## src/rtl/sha256_msg_schedule.sv

```systemverilog
// rtl/sha256_msg_schedule.sv - SHA-256 message schedule: loads M[0..15], expands W[16..63] one word per cycle
module sha256_msg_schedule #(
  parameter int WIDTH  = 32,
  parameter int ROUNDS = 64
) (
  input  logic             i_clk,
  input  logic             i_rst,
  input  logic             i_valid,
  output logic             o_ready,
  input  logic [WIDTH-1:0] i_word,
  output logic             o_w_valid,
  input  logic             i_ready,
  output logic [WIDTH-1:0] o_w,
  output logic [5:0]       o_round,
  output logic             o_done
);

  typedef enum logic {LOAD, EXPAND} state_t;

  localparam logic [5:0] LOAD_LAST_T = 6'd15;
  localparam logic [5:0] LAST_T      = 6'(ROUNDS - 1);

  state_t           state, state_nx;
  logic [WIDTH-1:0] win [16];
  logic [5:0]       t;
  logic             gen_done;
  logic             slot_free;
  logic             accept;
  logic             gen;
  logic [WIDTH-1:0] w_exp;
  logic [WIDTH-1:0] w_in;

  function automatic logic [WIDTH-1:0] rotr(input logic [WIDTH-1:0] x, input int n);
    logic [2*WIDTH-1:0] d;
    d = {x, x} >> n;
    return d[WIDTH-1:0];
  endfunction

  function automatic logic [WIDTH-1:0] sig0(input logic [WIDTH-1:0] x);
    return rotr(x, 7) ^ rotr(x, 18) ^ (x >> 3);
  endfunction

  function automatic logic [WIDTH-1:0] sig1(input logic [WIDTH-1:0] x);
    return rotr(x, 17) ^ rotr(x, 19) ^ (x >> 10);
  endfunction

  // win[0] is W[t-16], win[15] is W[t-1]
  always_comb begin
    slot_free = !o_w_valid || i_ready;
    o_ready   = (state == LOAD) && slot_free;
    accept    = i_valid && o_ready;
    gen       = (state == EXPAND) && !gen_done && slot_free;
    o_done    = o_w_valid && i_ready && (o_round == LAST_T);
    w_exp     = sig1(win[14]) + win[9] + sig0(win[1]) + win[0];
    w_in      = accept ? i_word : w_exp;
    state_nx  = state;
    case (state)
      LOAD:   if (accept && (t == LOAD_LAST_T)) state_nx = EXPAND;
      EXPAND: if (gen_done && o_done)           state_nx = LOAD;
      default:                                  state_nx = LOAD;
    endcase
  end

  always_ff @(posedge i_clk) begin
    if (i_rst) begin
      state     <= LOAD;
      t         <= '0;
      gen_done  <= 1'b0;
      o_w_valid <= 1'b0;
      o_w       <= '0;
      o_round   <= '0;
      for (int i = 0; i < 16; i++) win[i] <= '0;
    end else begin
      state <= state_nx;
      if (accept || gen) begin
        for (int i = 0; i < 15; i++) win[i] <= win[i+1];
        win[15]   <= w_in;
        o_w       <= w_in;
        o_round   <= t;
        o_w_valid <= 1'b1;
        // After the last round, t parks at 0 so the next block starts clean
        if (gen && (t == LAST_T)) begin
          t        <= '0;
          gen_done <= 1'b1;
        end else begin
          t <= t + 6'd1;
        end
      end else if (o_w_valid && i_ready) begin
        o_w_valid <= 1'b0;
      end
      if ((state == EXPAND) && (state_nx == LOAD)) gen_done <= 1'b0;
    end
  end

endmodule

```

## config.mk

```make
export PLATFORM = sky130hd
export DESIGN_NAME = sha256_msg_schedule
export DESIGN_NICKNAME = d
export VERILOG_FILES = /design/src/rtl/sha256_msg_schedule.sv
export SDC_FILE = /design/constraint.sdc
export NUM_CORES = 1
export LEC_CHECK = 0
export ABC_AREA = 1
export CELL_PAD_IN_SITES_DETAIL_PLACEMENT = 1
export CELL_PAD_IN_SITES_GLOBAL_PLACEMENT = 2
export CORE_MARGIN = 8
export CORE_UTILIZATION = 42
export DETAILED_ROUTE_END_ITERATION = 10
export PLACE_DENSITY = 0.81
export SYNTH_ARGS = -nofsm -noshare
export SYNTH_HDL_FRONTEND = slang
export SYNTH_SLANG_ARGS = --single-unit
export TNS_END_PERCENT = 5
```

## constraint.sdc

```tcl
create_clock -name i_clk -period 20.3 [get_ports i_clk]
set_input_delay 5.075 -clock i_clk [delete_from_list [all_inputs] [get_ports i_clk]]
set_output_delay 5.075 -clock i_clk [all_outputs]
set_load 0.02 [all_outputs]
```

# After elaboration in Yosys (flattened, before gate mapping)
# Memories as Yosys holds them, arrays and structs flattened.
# Index checks and enable logic that the tools add are counted.
[word_totals]
wordCells = 81
inputBits = 36
out_inout_bits = 41
ram_bits = 512
memories = 1
ff_bits = 47
[op_classes]
reduce_logical = 17
bitwise = 22
n_mux = 28
n_eq_ne = 3
addsub = 4
[mem_list]
columns = ["name", "depth", "width", "read_ports", "rd_clocked_by_memory_dff", "wr", "line", "text"]
rows = [
  ["win", 16, 32, 16, 0, 16, "24", "logic [WIDTH-1:0] win [16];"],
]
[ops]
columns = ["cell", "n"]
rows = [
  ["two-way mux 32 bit", 17],
  ["adder 32 bit", 3],
  ["bitwise XOR 32 bit", 2],
  ["bitwise XOR 32 x 22 -> 32 bit", 1],
  ["bitwise XOR 32 x 29 -> 32 bit", 1],
  ["OR 1 bit", 16],
  ["== test 6 bit, second input constant", 2],
  ["logical AND 1 bit", 10],
  ["two-way mux 1 bit", 9],
  ["adder 6 x 1 -> 6 bit, second input constant", 1],
  ["== test 6 x 4 -> 1 bit, second input constant", 1],
  ["two-way mux 6 bit", 1],
  ["zero test 1 bit", 2],
  ["logical OR 1 bit", 2],
  ["inverter 1 bit", 2],
  ["case mux 1 bit (2 select lines)", 1],
  ["AND reduction 2 bit", 1],
  ["nonzero test 2 bit", 1],
  ["OR reduction 2 bit", 1],
]

# Logic depth before layout (Yosys ltp)
[logic_depth]
depth_word = 10
depth_mapped = 22
ltp_nobuf = 22

# Worst setup path after synthesis
# OpenSTA, ideal clock, no wires.
[synth_timing]
kind = "input -> register"
start = "input port i_ready"
end = "memory win[0][0] (enable)"
arrival_ns = 15.614
setup_time_ns = 0.861
required_time_ns = 19.439
path_stages = 7
n_path_buf = 1
path_slack_ns = 3.825
cell_sequence = "nor2_4 > nor2_4 > nand2_4 > nand2_4 > nor2_1 > buf_2 > inv_1"
[synth_lines]
columns = ["element", "line", "text"]
rows = [
  ["start: declaration", "12", "input logic i_ready,"],
  ["end: declaration", "24", ""],
]

# Worst setup path after layout
[layout_timing]
start = "input port i_ready"
end = "output port o_done"
[layout_via]
elab_chain_len = 2
[layout_rtl]
columns = ["element", "line", "text"]
rows = [
  ["logical AND 1 bit (2 in series)", "53", "o_done = o_w_valid && i_ready && (o_round == LAST_T);"],
  ["end: declaration", "15", "output logic o_done"],
]
# Every way passes these cells.

==> qor.yml <==
worst_pin_slew_ns: 1.14
power.switching_mw: 2.53
vdd_drop_max_mv: 0.0750
port-buffer-count: 76
finalClockSkew_ns: 0.0391
dpl.hpwl_microns: 51900
grt_util_all_layers_pct: 18.3
grt_overflow: 0
holdPathEnd: "o_w[23]"
postLayoutCellArea_sq_um: 32600
end_kind: "output pin"
hold_class: "reg -> reg"
root_buffer: "clkbuf_16"
core_area_sq_um: 69500
fp.dieW_microns: 280
clockPowerShare_pct: 20.7
cp.arrival_ns: 6.55
yosysTopAreaCell: "edfxtp_1"
cts_tree: "done"
die_h_microns: 280
critPathLaunchType: "input port"
cts_setup_buffers: 0
clock_sinks: 559
instances_no_fill: 3787
fmax_mhz: 86.1
power_density_nw_per_um2: 169
switching_share_pct: 45.7
fill_cells: 7556
grt_pass1_vias: 18517
first_iter_violations: 1025
drt-vias-per-instance: 4.54
p_seq_share_pct: 29.3
num_antenna_cells: 0
reg2reg_from: "o_w_valid"
start_util_pct: 42.2
setup_viol: 0
tns_ns: 0
netlist_area_sq_um: 29300
multiInputGateArea_sq_um: 9220
grt_max_degree: 182
grt_pass1_wl_microns: 110000
dieArea_sq_um: 78600
regArea_sq_um: 16300
synth_warnings: 0
final_max_slew_viol_count: 0
period_needed_ns: 11.62
postRouteAntennaNets: 0
row_count: 97
synth_cell_types: 36
vias: 17195
synth_top_area_share_pct: 52.4
power.internal_mw: 3.00
hold_depth: 2
synthTopCellsByArea: "edfxtp_1 (52%), nor2_4 (10%), inv_1 (10%)"
min-delay-start: "o_w[23]"
power_frac_comb_pct: 50.0
nets: 2925
gp_congestion: 0.856
rsz0062_at_grt: "false"
slew_headroom_pct: 23.3
synthCells: 2714
path_class: "in -> out"
synth-seq-cells: 559
drtPass1Iterations: 5
status: "complete, no violations"
ys_seq_area_share_pct: 55.6
area_growth_pct: 11.3
cts.path.max_buffers: 3
fin_crit_sh_pct: 57.2
dpl_cell_area_sq_um: 30600
p_leak_nw: 13.6
clkTransAtPathRegs_ns: 0.06
cts_buffers: 61
routedWlPerCell_microns: 18.8
finalHoldViolations: 0
r2r_end: "win[4][60]"
drc: 0
regToRegSetupSlack_ns: 15.37
reg2reg_depth: 12
crit_path_max_fanout: 2
cts_hold_buf: 0
routed_wl_microns: 71100
syn_avg_cell_area_sq_um: 10.8
h-tree-depth: 2
clk_latency_ns: 0.64
drive_above_1_share_pct: 15.4
ioPinCount: 77
dp_cells: 3672
antenna_found_initial: 1
cp.required_ns: 15.23
cts_resized: 0
cap_violations: 0
synth_fp_nets: 2844
critical path, cell delays in order:
cell and delay (ns):
clkdlybuf4s50_1 0.53, nand4_1 0.11, nor2_1 0.18, clkdlybuf4s50_1 0.64
Yosys cell counts:
library cell	number
inv_1	786
edfxtp_1	512
nand2_1	340
nor2_4	272
nor2_1	252
xor2_1	65
fa_1	62
nand3_1	59
xnor2_1	59
dfxtp_1	47
nor2_2	34
buf_12	33
ha_1	32
a21oi_1	31
o21ai_0	30
clkbuf_1	24
or2_2	15
nor3_1	12
buf_2	9
nand4_1	8
and2_1	7
o21ai_1	5
buf_4	3
inv_4	2
mux2i_1	2
nand2_4	2
nand3_2	2
a211oi_1	1
buf_1	1
buf_6	1
inv_2	1
nand2_2	1
nand2b_1	1
nor2_8	1
o21bai_1	1
o221ai_1	1
registers in the layout, summed over array words and instances (netlist names):
name	count
o_round	6
state	1
win	512
o_w	32
gen_done	1
o_w_valid	1
t	6
stage by stage:
stage | setup WS [ns] | hold WS [ns] | util, % | total power [mW]
2_1_floorplan | 3.83 | 0.470 | - | 3.40
6_report | 8.68 | 0.462 | 46.9 | 5.53
5_1_grt | 8.64 | 0.478 | 46.9 | 5.94
3_5_place_dp | 8.67 | 0.447 | 44.0 | 4.41
3_3_place_gp | 8.67 | 0.441 | 44.0 | 4.36
4_1_cts | 8.66 | 0.458 | 46.9 | 5.59
power groups by stage:
stage | combinational [mW] | clock (mW) | sequential, mW
2_1_floorplan | 1.75 | 0 | 1.65
3_3_place_gp | 2.72 | 0 | 1.63
3_5_place_dp | 2.77 | 0 | 1.64
4_1_cts | 2.79 | 1.17 | 1.62
5_1_grt | 3.08 | 1.22 | 1.64
6_report | 2.76 | 1.15 | 1.62
layout by cell type, fill, tap and decap left out, types with 2 or more instances in the layout:
cell / count
inv_1: 785
fa_1: 62
o21ai_0: 30
clkinv_2: 11
mux2i_1: 2
clkinvlp_4: 2
nor2_2: 35
clkbuf_1: 9
xor2_1: 65
nand2_4: 2
nor2_1: 251
xnor2_1: 59
nand3_2: 2
or2_2: 15
edfxtp_1: 512
a21oi_1: 31
nand2_1: 340
dfxtp_1: 47
nor2_4: 272
ha_1: 32
o21ai_1: 5
inv_4: 2
clkinv_1: 13
nand4_1: 8
and2_1: 7
nor3_1: 12
clkdlybuf4s50_1: 75
nand3_1: 59
clkinv_8: 2
bufinv_16: 9
buf_4: 12
clkbuf_16: 61
clkbuf_4: 4
layer usage:
layer / up-vias / wire [microns] / track usage [%]
met3: 106 / 2760 / 3.23
li1: 8236 / - / -
met5: - / 9 / 0
met1: 8623 / 31500 / 24.1
met4: 2 / 2200 / 5.91
met2: 228 / 34600 / 30.5
logic make-up after synthesis:
group / count (synthesis) / synth area share [%]
adder cells (fa/ha/maj): 94 / 5.60
buffers and inverters: 860 / 13.0
multiplexers: 2 / 0.0683
AO/OA/AOI/OAI: 69 / 1.21
flip-flops: 559 / 55.6
AND/OR/NAND/NOR: 1006 / 20.8
XOR/XNOR: 124 / 3.70
final cells by class:
| cell class | count | area share, % |
|---|---|---|
| Sequential cell | 559 | 50.0 |
| Multi-Input combinational cell | 1295 | 28.2 |
| Inverter | 789 | 9.15 |
| Clock buffer | 75 | 4.91 |
| Tap cell | 940 | 3.60 |
| Timing Repair Buffer | 89 | 2.67 |
| Clock inverter | 40 | 1.43 |
how the worst max path moves through the flow:
stage / start / endpoint / slack, ns / cells after the start
after CTS: i_ready / o_done / 8.66 / 4
after floorplan: i_ready / win[0][0] / 3.83 / 7
final: i_ready / o_done / 8.68 / 4
after detailed placement: i_ready / o_done / 8.67 / 4
after global routing: i_ready / o_done / 8.64 / 4
after global placement: i_ready / o_done / 8.67 / 4
Note: power is estimated with default switching activity, not from simulation.
